[src/rtl/sim_run_controller_if.sv]
// Handshake bundle between the run controller and the CPU test system:
// trap/done flow in, reset control and the verdict flow out.
interface sim_run_controller_if #(
  parameter int NTRAPS = 1,
  parameter int CNT_W  = 32
);
  localparam int TID_W = (NTRAPS > 1) ? $clog2(NTRAPS) : 1;

  logic [NTRAPS-1:0] trap;
  logic              done;
  logic              cpu_reset;
  logic              running;
  logic              finished;
  logic [1:0]        status;
  logic [TID_W-1:0]  trap_id;
  logic [CNT_W-1:0]  cycle_count;

  modport master (
    output trap, done,
    input  cpu_reset, running, finished, status, trap_id, cycle_count
  );

  modport slave (
    input  trap, done,
    output cpu_reset, running, finished, status, trap_id, cycle_count
  );
endinterface

[src/rtl/sim_run_controller.sv]
// Run controller: sequences CPU reset, counts run cycles, watches traps/done,
// enforces a timeout and latches a sticky pass/trap/timeout verdict.
module sim_run_controller #(
  parameter int RESET_CYCLES   = 2,
  parameter int TIMEOUT_CYCLES = 38,
  parameter int DRAIN_CYCLES   = 1,
  parameter int NTRAPS         = 1,
  parameter int CNT_W          = 32
) (
  input  logic                 clk,
  input  logic                 reset,
  sim_run_controller_if.slave  bus
);

  localparam int TID_W = (NTRAPS > 1) ? $clog2(NTRAPS) : 1;

  localparam logic [1:0] HOLD  = 2'd0;
  localparam logic [1:0] RUN   = 2'd1;
  localparam logic [1:0] DRAIN = 2'd2;
  localparam logic [1:0] FINAL = 2'd3;

  localparam logic [1:0] STATUS_NONE    = 2'd0;
  localparam logic [1:0] STATUS_PASS    = 2'd1;
  localparam logic [1:0] STATUS_TRAP    = 2'd2;
  localparam logic [1:0] STATUS_TIMEOUT = 2'd3;

  localparam logic [31:0] HOLD_LAST  = (RESET_CYCLES > 0) ? 32'(RESET_CYCLES - 1) : '0;
  localparam logic [31:0] DRAIN_LAST = (DRAIN_CYCLES > 0) ? 32'(DRAIN_CYCLES - 1) : '0;
  localparam logic [CNT_W-1:0] TIMEOUT_LAST =
    (TIMEOUT_CYCLES > 0) ? CNT_W'(TIMEOUT_CYCLES - 1) : '0;
  localparam bit TIMEOUT_EN = (TIMEOUT_CYCLES != 0);
  localparam bit DRAIN_EN   = (DRAIN_CYCLES != 0);

  logic [1:0]        state;
  logic [1:0]        state_nx;
  logic [31:0]       hold_cnt;
  logic [31:0]       hold_nx;
  logic [31:0]       drain_cnt;
  logic [31:0]       drain_nx;
  logic [NTRAPS-1:0] trap_q;
  logic [NTRAPS-1:0] trap_edge;
  logic              edge_any;
  logic [TID_W-1:0]  edge_id;
  logic              edge_found;

  logic              cpu_reset_q;
  logic              running_q;
  logic              finished_q;
  logic [1:0]        status_q;
  logic [1:0]        status_nx;
  logic [TID_W-1:0]  trap_id_q;
  logic [TID_W-1:0]  trap_id_nx;
  logic [CNT_W-1:0]  cycle_count_q;
  logic [CNT_W-1:0]  cycle_count_nx;
  logic              count_en;

  // Only rising trap edges count; a level already high out of HOLD is ignored.
  assign trap_edge = bus.trap & ~trap_q;
  assign edge_any  = |trap_edge;

  always_comb begin
    edge_id    = '0;
    edge_found = 1'b0;
    for (int unsigned i = 0; i < NTRAPS; i++) begin
      if (trap_edge[i] && !edge_found) begin
        edge_found = 1'b1;
        edge_id    = TID_W'(i);
      end
    end
  end

  always_comb begin
    state_nx   = state;
    hold_nx    = hold_cnt;
    drain_nx   = drain_cnt;
    status_nx  = status_q;
    trap_id_nx = trap_id_q;
    case (state)
      HOLD: begin
        if (hold_cnt == HOLD_LAST) begin
          state_nx = RUN;
          hold_nx  = '0;
        end else begin
          hold_nx = hold_cnt + 32'd1;
        end
      end
      RUN: begin
        if (edge_any) begin
          status_nx  = STATUS_TRAP;
          trap_id_nx = edge_id;
          state_nx   = DRAIN_EN ? DRAIN : FINAL;
          drain_nx   = '0;
        end else if (bus.done) begin
          status_nx = STATUS_PASS;
          state_nx  = FINAL;
        end else if (TIMEOUT_EN && (cycle_count_q == TIMEOUT_LAST)) begin
          status_nx = STATUS_TIMEOUT;
          state_nx  = FINAL;
        end
      end
      DRAIN: begin
        if (drain_cnt == DRAIN_LAST) begin
          state_nx = FINAL;
        end else begin
          drain_nx = drain_cnt + 32'd1;
        end
      end
      default: begin
      end
    endcase
  end

  // The edge that leaves RUN/DRAIN for FINAL does not count, so a timeout
  // freezes at TIMEOUT_CYCLES-1 and a done pulse freezes at its own cycle.
  always_comb begin
    count_en = ((state == RUN) || (state == DRAIN)) &&
               ((state_nx == RUN) || (state_nx == DRAIN));
    cycle_count_nx = cycle_count_q;
    if (count_en && (cycle_count_q != '1)) begin
      cycle_count_nx = cycle_count_q + CNT_W'(1);
    end
  end

  always_ff @(posedge clk) begin
    if (reset) begin
      state         <= HOLD;
      hold_cnt      <= '0;
      drain_cnt     <= '0;
      trap_q        <= '0;
      cpu_reset_q   <= 1'b1;
      running_q     <= 1'b0;
      finished_q    <= 1'b0;
      status_q      <= STATUS_NONE;
      trap_id_q     <= '0;
      cycle_count_q <= '0;
    end else begin
      state         <= state_nx;
      hold_cnt      <= hold_nx;
      drain_cnt     <= drain_nx;
      trap_q        <= bus.trap;
      cpu_reset_q   <= (state_nx == HOLD) || (state_nx == FINAL);
      running_q     <= (state_nx == RUN) || (state_nx == DRAIN);
      finished_q    <= (state_nx == FINAL);
      status_q      <= status_nx;
      trap_id_q     <= trap_id_nx;
      cycle_count_q <= cycle_count_nx;
    end
  end

  assign bus.cpu_reset   = cpu_reset_q;
  assign bus.running     = running_q;
  assign bus.finished    = finished_q;
  assign bus.status      = status_q;
  assign bus.trap_id     = trap_id_q;
  assign bus.cycle_count = cycle_count_q;

endmodule

[src/flat_wrapper.sv]
// flat-port wrapper written by rule: the top's interface ports become plain ports
module sim_run_controller_flat 
#(
  parameter int RESET_CYCLES   = 2,
  parameter int TIMEOUT_CYCLES = 38,
  parameter int DRAIN_CYCLES   = 1,
  parameter int NTRAPS         = 1,
  parameter int CNT_W          = 32
)
  (clk, reset, bus_trap, bus_done, bus_cpu_reset, bus_running, bus_finished, bus_status, bus_trap_id, bus_cycle_count);
  sim_run_controller_if #(.NTRAPS(NTRAPS), .CNT_W(CNT_W)) bus_i ();
  input  logic clk;
  input  logic reset;
  input wire logic [$bits(bus_i.trap)-1:0] bus_trap;
  input wire logic [$bits(bus_i.done)-1:0] bus_done;
  output wire logic [$bits(bus_i.cpu_reset)-1:0] bus_cpu_reset;
  output wire logic [$bits(bus_i.running)-1:0] bus_running;
  output wire logic [$bits(bus_i.finished)-1:0] bus_finished;
  output wire logic [$bits(bus_i.status)-1:0] bus_status;
  output wire logic [$bits(bus_i.trap_id)-1:0] bus_trap_id;
  output wire logic [$bits(bus_i.cycle_count)-1:0] bus_cycle_count;
  assign bus_i.trap = bus_trap;
  assign bus_i.done = bus_done;
  assign bus_cpu_reset = bus_i.cpu_reset;
  assign bus_running = bus_i.running;
  assign bus_finished = bus_i.finished;
  assign bus_status = bus_i.status;
  assign bus_trap_id = bus_i.trap_id;
  assign bus_cycle_count = bus_i.cycle_count;
  sim_run_controller #(.RESET_CYCLES(RESET_CYCLES), .TIMEOUT_CYCLES(TIMEOUT_CYCLES), .DRAIN_CYCLES(DRAIN_CYCLES), .NTRAPS(NTRAPS), .CNT_W(CNT_W)) u_core (.clk(clk), .reset(reset), .bus(bus_i));
endmodule
[config.mk]
export PLATFORM = sky130hd
export DESIGN_NAME = sim_run_controller_flat
export DESIGN_NICKNAME = d
export VERILOG_FILES = /design/src/rtl/sim_run_controller_if.sv /design/src/rtl/sim_run_controller.sv /design/src/flat_wrapper.sv
export SDC_FILE = /design/constraint.sdc
export NUM_CORES = 1
export LEC_CHECK = 0
export CAP_MARGIN = 20
export CORE_ASPECT_RATIO = 0.7
export CORE_MARGIN = 4
export CORE_UTILIZATION = 31
export DETAILED_ROUTE_END_ITERATION = 10
export PLACE_DENSITY_LB_ADDON = 0.15
export SETUP_SLACK_MARGIN = 0.3
export SLEW_MARGIN = 20
export SYNTH_ARGS = -nofsm -noshare
export SYNTH_HDL_FRONTEND = slang
export SYNTH_SLANG_ARGS = --single-unit
[constraint.sdc]
create_clock -name clk -period 5.1 [get_ports clk]
set_input_delay 0.51 -clock clk [delete_from_list [all_inputs] [get_ports clk]]
set_output_delay 0.51 -clock clk [all_outputs]
set_load 0.02 [all_outputs]
# Word level (Yosys, flattened, before mapping)
# Index checks and enable logic that the tools add are counted.
[totals]
wordCells = 49
in_bits = 4
regBits = 104
[classes]
muxes = 13
n_eq_ne = 10
add_sub_neg = 3
bitwise = 2
reduce_logical = 12
[ops]
columns = ["cell", "n"]
rows = [
  ["32-bit by 1-bit adder with 32-bit output (second input constant)", 3],
  ["32-bit 2-to-1 mux", 3],
  ["32-bit one-hot mux with 2 select lines", 1],
  ["32-bit by 1-bit equality test with 1-bit output (second input constant)", 1],
  ["32-bit by 6-bit equality test with 1-bit output (second input constant)", 1],
  ["32-bit zero test", 1],
  ["32-bit != test (second input constant)", 1],
  ["2-bit 2-to-1 mux", 8],
  ["2-bit equality test (second input constant)", 3],
  ["2-bit one-hot mux with 3 select lines", 1],
  ["2-bit by 1-bit equality test with 1-bit output (second input constant)", 2],
  ["2-bit zero test", 2],
  ["1-bit logical OR", 3],
  ["3-bit AND reduction", 1],
  ["3-bit nonzero test", 1],
  ["1-bit logical AND", 2],
  ["2-bit by 1-bit != test with 1-bit output (second input constant)", 1],
  ["2-bit != test (second input constant)", 1],
  ["2-bit AND reduction", 1],
  ["2-bit nonzero test", 1],
  ["1-bit bitwise AND", 1],
  ["1-bit inverter", 1],
]

# Longest topological paths before layout
# Gate-level depths: netlist (run 1).
[logic_depth]
ltp_word = 9
mapped_depth = 14
depth_no_buf = 13

# Worst setup path before layout (run 1)
# OpenSTA, ideal clock, no wires.
[synth_path]
path_kind = "register to register"
start = "register u_core.cycle_count_q[1] (netlist: u_core.bus.cycle_count[1])"
end = "register u_core.cycle_count_q[16] (netlist: u_core.bus.cycle_count[16])"
period_less_slack_ns = 3.034
arrival_ns = 2.964
stages_incl_launch_ff = 15
setup_time_ns = 0.070
required_ns = 5.030
setup_slack_ns = 2.066
path_cell_list = "dfxtp_1 > inv_1 > ha_1 > and4bb_2 > nand4_1 > o21bai_1 > a221oi_1 > a21oi_1 > ha_1 > and2_1 > clkbuf_1 > nand4_1 > a31o_2 > or3_1 > a21oi_1"
[synth_via]
elab_chain_len = 9
elab_cells_between_ends = 12
classes_between = "1 x add/sub; 4 x eq/ne; 4 x mux; 3 x reduce/logical"
[synth_lines]
columns = ["element", "line", "source"]
rows = [
  ["start: declaration", "sim_run_controller.sv:53", "logic [CNT_W-1:0] cycle_count_q;"],
  ["start signal: assignment", "sim_run_controller.sv:146", "cycle_count_q <= cycle_count_nx;"],
  ["32-bit by 6-bit equality test with 1-bit output *", "sim_run_controller.sv:96", "end else if (TIMEOUT_EN && (cycle_count_q == TIMEOUT_LAST)) begin"],
  ["2-bit 2-to-1 mux *", "sim_run_controller.sv:96", ""],
  ["2-bit 2-to-1 mux *", "sim_run_controller.sv:93", "end else if (bus.done) begin"],
  ["2-bit 2-to-1 mux *", "sim_run_controller.sv:88", "if (edge_any) begin"],
  ["2-bit one-hot mux with 3 select lines *", "sim_run_controller.sv:78", "case (state)"],
  ["via u_core.state_nx[0]", "sim_run_controller.sv:35", "logic [1:0] state_nx;"],
  ["2-bit by 1-bit equality test with 1-bit output / 2-bit equality test (equally long branches)", "sim_run_controller.sv:117", "((state_nx == RUN) || (state_nx == DRAIN));"],
  ["1-bit logical OR *", "sim_run_controller.sv:117", ""],
  ["1-bit logical AND *", "sim_run_controller.sv:116", "count_en = ((state == RUN) || (state == DRAIN)) &&"],
  ["1-bit logical AND *", "sim_run_controller.sv:119", "if (count_en && (cycle_count_q != '1)) begin"],
]
# Mark *: on every way through the listed nets, which the timed path passes. The rest lies on a longest branch.
# A chain may end at the register's enable or synchronous reset.

# Worst setup path after layout (run 1)
[layout_path]
start = "register u_core.state[0]"
end = "register u_core.cycle_count_q[27] (netlist: u_core.bus.cycle_count[27])"
[layout_via]
elab_chain_len = 8
elab_cells_between_ends = 15
classes_between = "4 x eq/ne; 6 x mux; 5 x reduce/logical"
[layout_lines]
columns = ["element", "line", "source"]
rows = [
  ["start: declaration", "sim_run_controller.sv:34", "logic [1:0] state;"],
  ["start signal: assignment", "sim_run_controller.sv:137", "state <= state_nx;"],
  ["2-bit 2-to-1 mux", "sim_run_controller.sv:96", ""],
  ["2-bit 2-to-1 mux", "sim_run_controller.sv:93", ""],
  ["2-bit 2-to-1 mux", "sim_run_controller.sv:88", ""],
  ["2-bit one-hot mux with 3 select lines *", "sim_run_controller.sv:78", ""],
  ["via u_core.state_nx[0]", "sim_run_controller.sv:35", ""],
  ["2-bit by 1-bit equality test with 1-bit output / 2-bit equality test (equally long branches)", "sim_run_controller.sv:117", ""],
  ["1-bit logical OR *", "sim_run_controller.sv:117", ""],
  ["1-bit logical AND *", "sim_run_controller.sv:116", ""],
  ["1-bit logical AND *", "sim_run_controller.sv:119", ""],
]
# Marks and branches as above.

==> results of run 1 <==
## flip-flops by register name, summed over array words and instances (netlist names)
name and count:
u_core.bus.cycle_count 32, u_core.drain_cnt 32, u_core.hold_cnt 32, u_core.bus.status 2, u_core.state 2, u_core.bus.cpu_reset 1, u_core.bus.finished 1, u_core.bus.running 1
u_core.trap_q 1
## per-layer routing
| metal | track usage | wire, µm | vias up |
|---|---|---|---|
| li1 | - | - | 2381 |
| met1 | 0.223 | 7460 | 2246 |
| met2 | 0.202 | 5550 | 89 |
| met3 | 0.0319 | 512 | 12 |
| met4 | 0.0361 | 102 | 0 |
| met5 | 0 | 0 | - |
## cells in the final DEF, fill, tap and decap left out, drive strengths merged, types with 5 or more instances in the layout
master           n
or4             13
inv             24
a21oi           40
ha              11
nand4           32
o211ai           5
o21ai           25
xor2            18
o31ai           14
and3            12
nor4            29
dfxtp          104
nor2b            5
or3             22
clkdlybuf4s50   40
xnor2           31
clkbuf           9
nand2           35
nand3           31
and4            15
and2             7
nor3            20
nor2            70
## area by class of cell
class,instances,area [µm²]
diodes,1,2.50
clock buffers,9,225
clock inverters,7,95.1
inverters,23,86.3
well taps,225,282
multi-input cells,476,3040
fillers,1652,10300
flip-flops and latches,104,2080
repair buffers,42,415
## worst max-delay path by stage
stage	cells past startpoint	endpoint	slack, ps
floorplan	14	u_core.bus.cycle_count[16]	2070
global placement	11	u_core.bus.cycle_count[29]	1410
detailed placement	11	u_core.bus.cycle_count[29]	1340
CTS	11	u_core.bus.cycle_count[29]	1580
global route	13	u_core.bus.cycle_count[27]	1260
finish	13	u_core.bus.cycle_count[27]	1600
## where the power goes
part           internal (µW)  switching (µW)
Combinational            162             353
Clock                    432             323
Sequential               847            32.1
## critical path, stage by stage, from the launching register on
cell and delay, ps:
dfxtp_1 360, inv_1 120, ha_1 280, nor4bb_1 150, nand4_1 200, o221ai_1 160, a221oi_1 320, a21oi_1 90
ha_1 320, nand2_1 240, nor4_4 360, o211ai_4 180, or4_1 490, a21oi_1 150
## stage by stage
step | setup WS [ps] | std cells | total power [µW] | util
2_1_floorplan | 2070 | 629 | 1260 | -
3_3_place_gp | 1410 | 870 | 1400 | 0.356
3_5_place_dp | 1340 | 870 | 1410 | 0.356
4_1_cts | 1580 | 886 | 2170 | 0.375
5_1_grt | 1260 | 886 | 2260 | 0.376
6_report | 1600 | 887 | 2150 | 0.377
## cells by family (layout without fill, tap and decap cells)
group | Yosys count | count (layout) | synth area share
fa+ha+maj | 11 | 11 | 0.0260
flops | 104 | 104 | 0.393
xor+xnor | 49 | 49 | 0.0810
other cells | 1 | 2 | 0.000708
mux | 3 | 3 | 0.00614
buf+inv | 49 | 81 | 0.0378
compound gates | 110 | 110 | 0.136
simple gates | 302 | 302 | 0.320
==> qor.json, run 1 <==
{
  "sta": {
    "report.final.setup_viol": 0,
    "max-slew-margin-rel": 0.329,
    "timing.final.crit_period_ps": 3500,
    "worst_hold_slack_ps": 495,
    "setup-tns-final_ps": 0,
    "tightest_slew_ps": 1010,
    "final_max_slew_viol_count": 0,
    "fmaxAchievable_mhz": 286,
    "final_hold_fails": 0,
    "rsz_0062_raised_after_global_routing": "no",
    "post-route-period-util": 0.686,
    "finalClockSkew_ps": 12.6
  },
  "synthesis": {
    "synthDistinctLibCells": 65,
    "yosys-top-cells-area": "dfxtp_1 (39%), xnor2_1 (5.1%), nor2_1 (5.0%)",
    "edff_count_synth": 0,
    "synthArstFlopShare": 0,
    "synthDominantCellAreaShare": 0.393,
    "ys_seq_area_frac": 0.393,
    "yosysMostFrequentCell": "dfxtp_1",
    "cell_accounting_for_the_most_synthesized_area": "dfxtp_1",
    "average_cell_area_after_synthesis_um2": 8.42,
    "yosys-top-cells-count": "dfxtp_1 (104), nor2_1 (70), a21oi_1 (40)",
    "syn_nets": 644,
    "synth.ff_latch_count": 104,
    "postSynth.topFlopCell": "dfxtp_1",
    "yosysWarnings": 0,
    "synth_cells": 629,
    "mappedNetlistArea_um2": 5300
  },
  "clock_network": {
    "cts-buffers-inserted": 9,
    "ctsLongestPathBuffers": 2,
    "tritoncts": "built",
    "ctsRootBufferMaster": "clkbuf_16",
    "cts_hold_buf": 0,
    "post_cts_buffers": 0,
    "cts.htree.levels": 3,
    "clkLatencyLatePin_ps": 350,
    "clk_transition_reported_paths_ps": 70,
    "ctsResizeCount": 0,
    "num_clock_sinks": 104
  },
  "setup_path": {
    "end_kind": "flip-flop",
    "worstReg2RegEnd": "u_core.bus.cycle_count[27]",
    "setup.worst_path.start_class": "flip-flop",
    "worst_setup_path_startpoint": "u_core.state[0]",
    "worstRegToRegCells": 13,
    "critical_path_arrival_ps": 3780,
    "critical_path_required_ps": 5380,
    "worst_r2r_startpoint": "u_core.state[0]",
    "criticalPathCategory": "reg2reg",
    "reg2reg_setup_slack_ps": 1600,
    "critical_path.max_fanout": 11
  },
  "drt": {
    "postRouteAntennaNets": 0,
    "routed_wire_per_std_cell_um": 15.4,
    "drc_violations_left": 0,
    "via_per_inst": 5.33,
    "drt-initial-drc-count": 273,
    "routed-via-count": 4728,
    "postRouteWirelength_mm": 13.6,
    "first_pass_iters": 4
  },
  "hold_path": {
    "hold-path-endpoint": "u_core.drain_cnt[17]",
    "worst_hold_path_type": "reg2reg",
    "hold_depth": 2,
    "hold_path_origin": "u_core.drain_cnt[17]"
  },
  "placed_design": {
    "post_dp_cell_area_um2": 5890,
    "io_buffers": 40,
    "globalplace.congestion": 0.793,
    "dpl.hpwl_mm": 9.82
  },
  "global_route": {
    "grt_max_degree": 33,
    "grt_util_all_layers": 0.145,
    "grt-ovfl-total": 0,
    "grt_pass1_vias": 4505,
    "first_pass_grt_wire_length_mm": 22.9,
    "antenna_found_initial": 0
  },
  "floorplanning": {
    "placement_rows": 39,
    "start_util": 0.320,
    "fp.dieH_um": 117,
    "die-width_um": 164,
    "core-area_um2": 16500,
    "die_area_um2": 19300,
    "ios": 42
  },
  "pwr": {
    "power.static_leakage_uw": 0.00195,
    "power.ir.vdd_worst_mv": 0.139,
    "p_per_area_nw_per_um2": 345
  },
  "flow_run": {
    "max-cap-violations": 0
  },
  "outcome": {
    "outcome": "complete, no violations"
  },
  "final_layout": {
    "layout.nets": 671,
    "layout-area-overhead-vs-synth_pct": 17.6,
    "final_layout_size_suffix_gt1_frac": 0.0666,
    "finish.instance_area_um2": 6230
  }
}
Note: power is estimated with default switching activity, not from simulation.
==> inputs of run 2 (changes only) <==
- clock period: 5.1 -> 3 ns (I/O delays scaled with it)
==> qor.json, run 2 (same netlist as run 1, synthesis figures left out) <==
{
  "sta": {
    "post-route-period-util": {"value": 0.996, "change": "+0.310"},
    "max-slew-margin-rel": {"value": 0.551, "change": "+0.222"},
    "finalClockSkew": {"value": 11.8, "unit": "ps", "change": "-0.790 ps"},
    "final_max_slew_viol_count": {"value": 0, "change": "unchanged"},
    "fmaxAchievable": {"value": 335, "unit": "MHz", "change": "+17%"},
    "report.final.setup_viol": {"value": 0, "change": "unchanged"},
    "rsz_0062_raised_after_global_routing": "yes",
    "tightest_slew": {"value": 671, "unit": "ps", "change": "-335 ps"},
    "final_hold_fails": {"value": 0, "change": "unchanged"},
    "fin_ws": {"value": 11.9, "unit": "ps", "change": "-1590 ps"},
    "timing.final.crit_period": {"value": 2990, "unit": "ps", "change": "-510 ps"}
  },
  "setup_path": {
    "worstReg2RegEnd": "u_core.bus.cycle_count[8]",
    "end_kind": "flip-flop",
    "setup.worst_path.start_class": "flip-flop",
    "worst_r2r_startpoint": "u_core.hold_cnt[1]",
    "critical_path.max_fanout": {"value": 5, "change": "-6"},
    "reg2reg_setup_slack": {"value": 10, "unit": "ps", "change": "-1590 ps"},
    "critical_path_required": {"value": 3270, "unit": "ps", "change": "-2110 ps"},
    "criticalPathCategory": "reg2reg",
    "worstRegToRegCells": {"value": 15, "change": "+2"},
    "critical_path_arrival": {"value": 3260, "unit": "ps", "change": "-520 ps"}
  },
  "flow_run": {
    "max-cap-violations": {"value": 0, "change": "unchanged"}
  },
  "drt": {
    "postRouteWirelength": {"value": 15.6, "unit": "mm", "change": "+14%"},
    "postRouteAntennaNets": {"value": 0, "change": "unchanged"},
    "drt-initial-drc-count": {"value": 337, "change": "+23%"},
    "first_pass_iters": {"value": 5, "change": "+1"},
    "via_per_inst": {"value": 5.17, "change": "-3.0%"},
    "drc_violations_left": {"value": 0, "change": "unchanged"},
    "routed-via-count": {"value": 5149, "change": "+8.9%"},
    "routed_wire_per_std_cell": {"value": 15.6, "unit": "µm", "change": "+1.7%"}
  },
  "hold_path": {
    "hold_depth": {"value": 2, "change": "unchanged"},
    "hold_path_origin": "u_core.drain_cnt[21]",
    "worst_hold_path_type": "reg2reg",
    "hold-path-endpoint": "u_core.drain_cnt[21]"
  },
  "pwr": {
    "p_total": {"value": 4390, "unit": "µW", "change": "+100%"},
    "p_per_area": {"value": 591, "unit": "nW/µm²", "change": "+72%"},
    "power.ir.vdd_worst": {"value": 0.406, "unit": "mV", "change": "+190%"},
    "power.static_leakage": {"value": 0.00260, "unit": "µW", "change": "+33%"}
  },
  "floorplanning": {
    "core-area": {"value": 16500, "unit": "µm²", "change": "unchanged"},
    "placement_rows": {"value": 39, "change": "unchanged"},
    "die_area": {"value": 19300, "unit": "µm²", "change": "unchanged"},
    "die-width": {"value": 164, "unit": "µm", "change": "unchanged"},
    "ios": {"value": 42, "change": "unchanged"},
    "fp.dieH": {"value": 117, "unit": "µm", "change": "unchanged"},
    "start_util": {"value": 0.320, "change": "unchanged"}
  },
  "final_layout": {
    "layout.nets": {"value": 781, "change": "+16%"},
    "n_antenna_cell": {"value": 0, "change": "-1"},
    "final_cell_mix": "buf_4 (97), dfxtp_1 (96), nor2_1 (69)",
    "finish.instance_area": {"value": 7420, "unit": "µm²", "change": "+19%"},
    "layout-area-overhead-vs-synth_pct": 40.1,
    "final_layout_size_suffix_gt1_frac": {"value": 0.267, "change": "+0.201"},
    "mostFrequentLayoutCell": "buf_4",
    "finalCoreUtilization": {"value": 0.449, "change": "+0.0721"},
    "fillCellCount": {"value": 1582, "change": "-4.2%"}
  },
  "outcome": {
    "outcome": "complete, no violations"
  },
  "placed_design": {
    "globalplace.congestion": {"value": 0.840, "change": "+5.8%"},
    "io_buffers": {"value": 40, "change": "unchanged"},
    "dpl.hpwl": {"value": 10.9, "unit": "mm", "change": "+10%"},
    "post_dp_cell_area": {"value": 6640, "unit": "µm²", "change": "+13%"},
    "post-place-ws": {"value": -183, "unit": "ps", "change": "-1530 ps"}
  },
  "clock_network": {
    "ctsRootBufferMaster": "clkbuf_16",
    "cts.htree.levels": {"value": 3, "change": "unchanged"},
    "clkLatencyLatePin": {"value": 340, "unit": "ps", "change": "about the same"},
    "tritoncts": "built",
    "ctsLongestPathBuffers": {"value": 2, "change": "unchanged"},
    "num_clock_sinks": {"value": 104, "change": "unchanged"},
    "clk_transition_reported_paths": {"value": 70, "unit": "ps", "change": "about the same"},
    "cts-buffers-inserted": {"value": 9, "change": "unchanged"}
  },
  "global_route": {
    "grt_max_degree": {"value": 33, "change": "unchanged"},
    "first_pass_grt_wire_length": {"value": 25.2, "unit": "mm", "change": "+9.9%"},
    "grt_pass1_vias": {"value": 4890, "change": "+8.5%"},
    "antenna_found_initial": {"value": 0, "change": "unchanged"},
    "grt_util_all_layers": {"value": 0.159, "change": "+0.0145"},
    "grt-ovfl-total": {"value": 0, "change": "unchanged"}
  }
}
## run 2: how the worst max path moves through the flow
stage | cells past startpoint | start | end | slack (ps)
floorplan | 13 | u_core.bus.cycle_count[1] | u_core.bus.cycle_count[27] | 160
global placement | 13 | bus_trap | u_core.bus.cycle_count[8] | -120
detailed placement | 13 | bus_trap | u_core.bus.cycle_count[28] | -180
CTS | 13 | u_core.hold_cnt[1] | u_core.bus.cycle_count[21] | 90
global route | 14 | u_core.state[0] | u_core.bus.cycle_count[18] | -140
finish | 15 | u_core.hold_cnt[1] | u_core.bus.cycle_count[8] | 10
## run 2: through the flow
stage	hold WS (ps)	setup TNS (ps)	std cells
3_3_place_gp	475	-1320	965
3_5_place_dp	491	-2650	965
2_1_floorplan	411	0	629
4_1_cts	505	0	989
5_1_grt	514	-1890	996
6_report	503	0	996
## run 2: worst max-delay path: stages (launching register included)
cell	delay (ps)
dfxtp_2	340
inv_2	40
ha_4	160
nor4b_4	130
nand4_1	160
buf_4	150
nor2_4	40
a221oi_2	390
a21oi_2	100
ha_4	300
nand2_4	60
buf_6	120
buf_6	120
or3_1	370
or3_1	330
a21oi_2	130
## run 2: layer usage
layer	share of wire	GRT usage	vias up
li1	-	-	2595
met1	0.53	0.247	2457
met2	0.43	0.226	86
met3	0.031	0.0323	11
met4	0.0077	0.0330	0
met5	0	0	-
## run 2: final cells by class
cell class | count | area, µm² | share of cell area
tap | 225 | 282 | 0.0379
timing repair buffer | 151 | 1290 | 0.175
inverter | 23 | 86.3 | 0.0116
sequential | 104 | 2090 | 0.282
clock inverter | 4 | 51.3 | 0.00691
clock buffer | 12 | 258 | 0.0347
multi-input combinational | 477 | 3350 | 0.452
## run 2: repair_timing
| item | CTS | global route |
|---|---|---|
| pin swaps | 29 | 29 |
| setup buffers | 7 | 7 |
| hold buffers | 0 | 0 |
| gates cloned | 1 | 0 |
| endpoints found under the setup margin | 34 | 64 |
| gates resized for setup | 40 | 39 |
## run 2: power breakdown
part | switching, µW | internal, µW
Clock | 528 | 700
Sequential | 37.5 | 1450
Combinational | 848 | 830
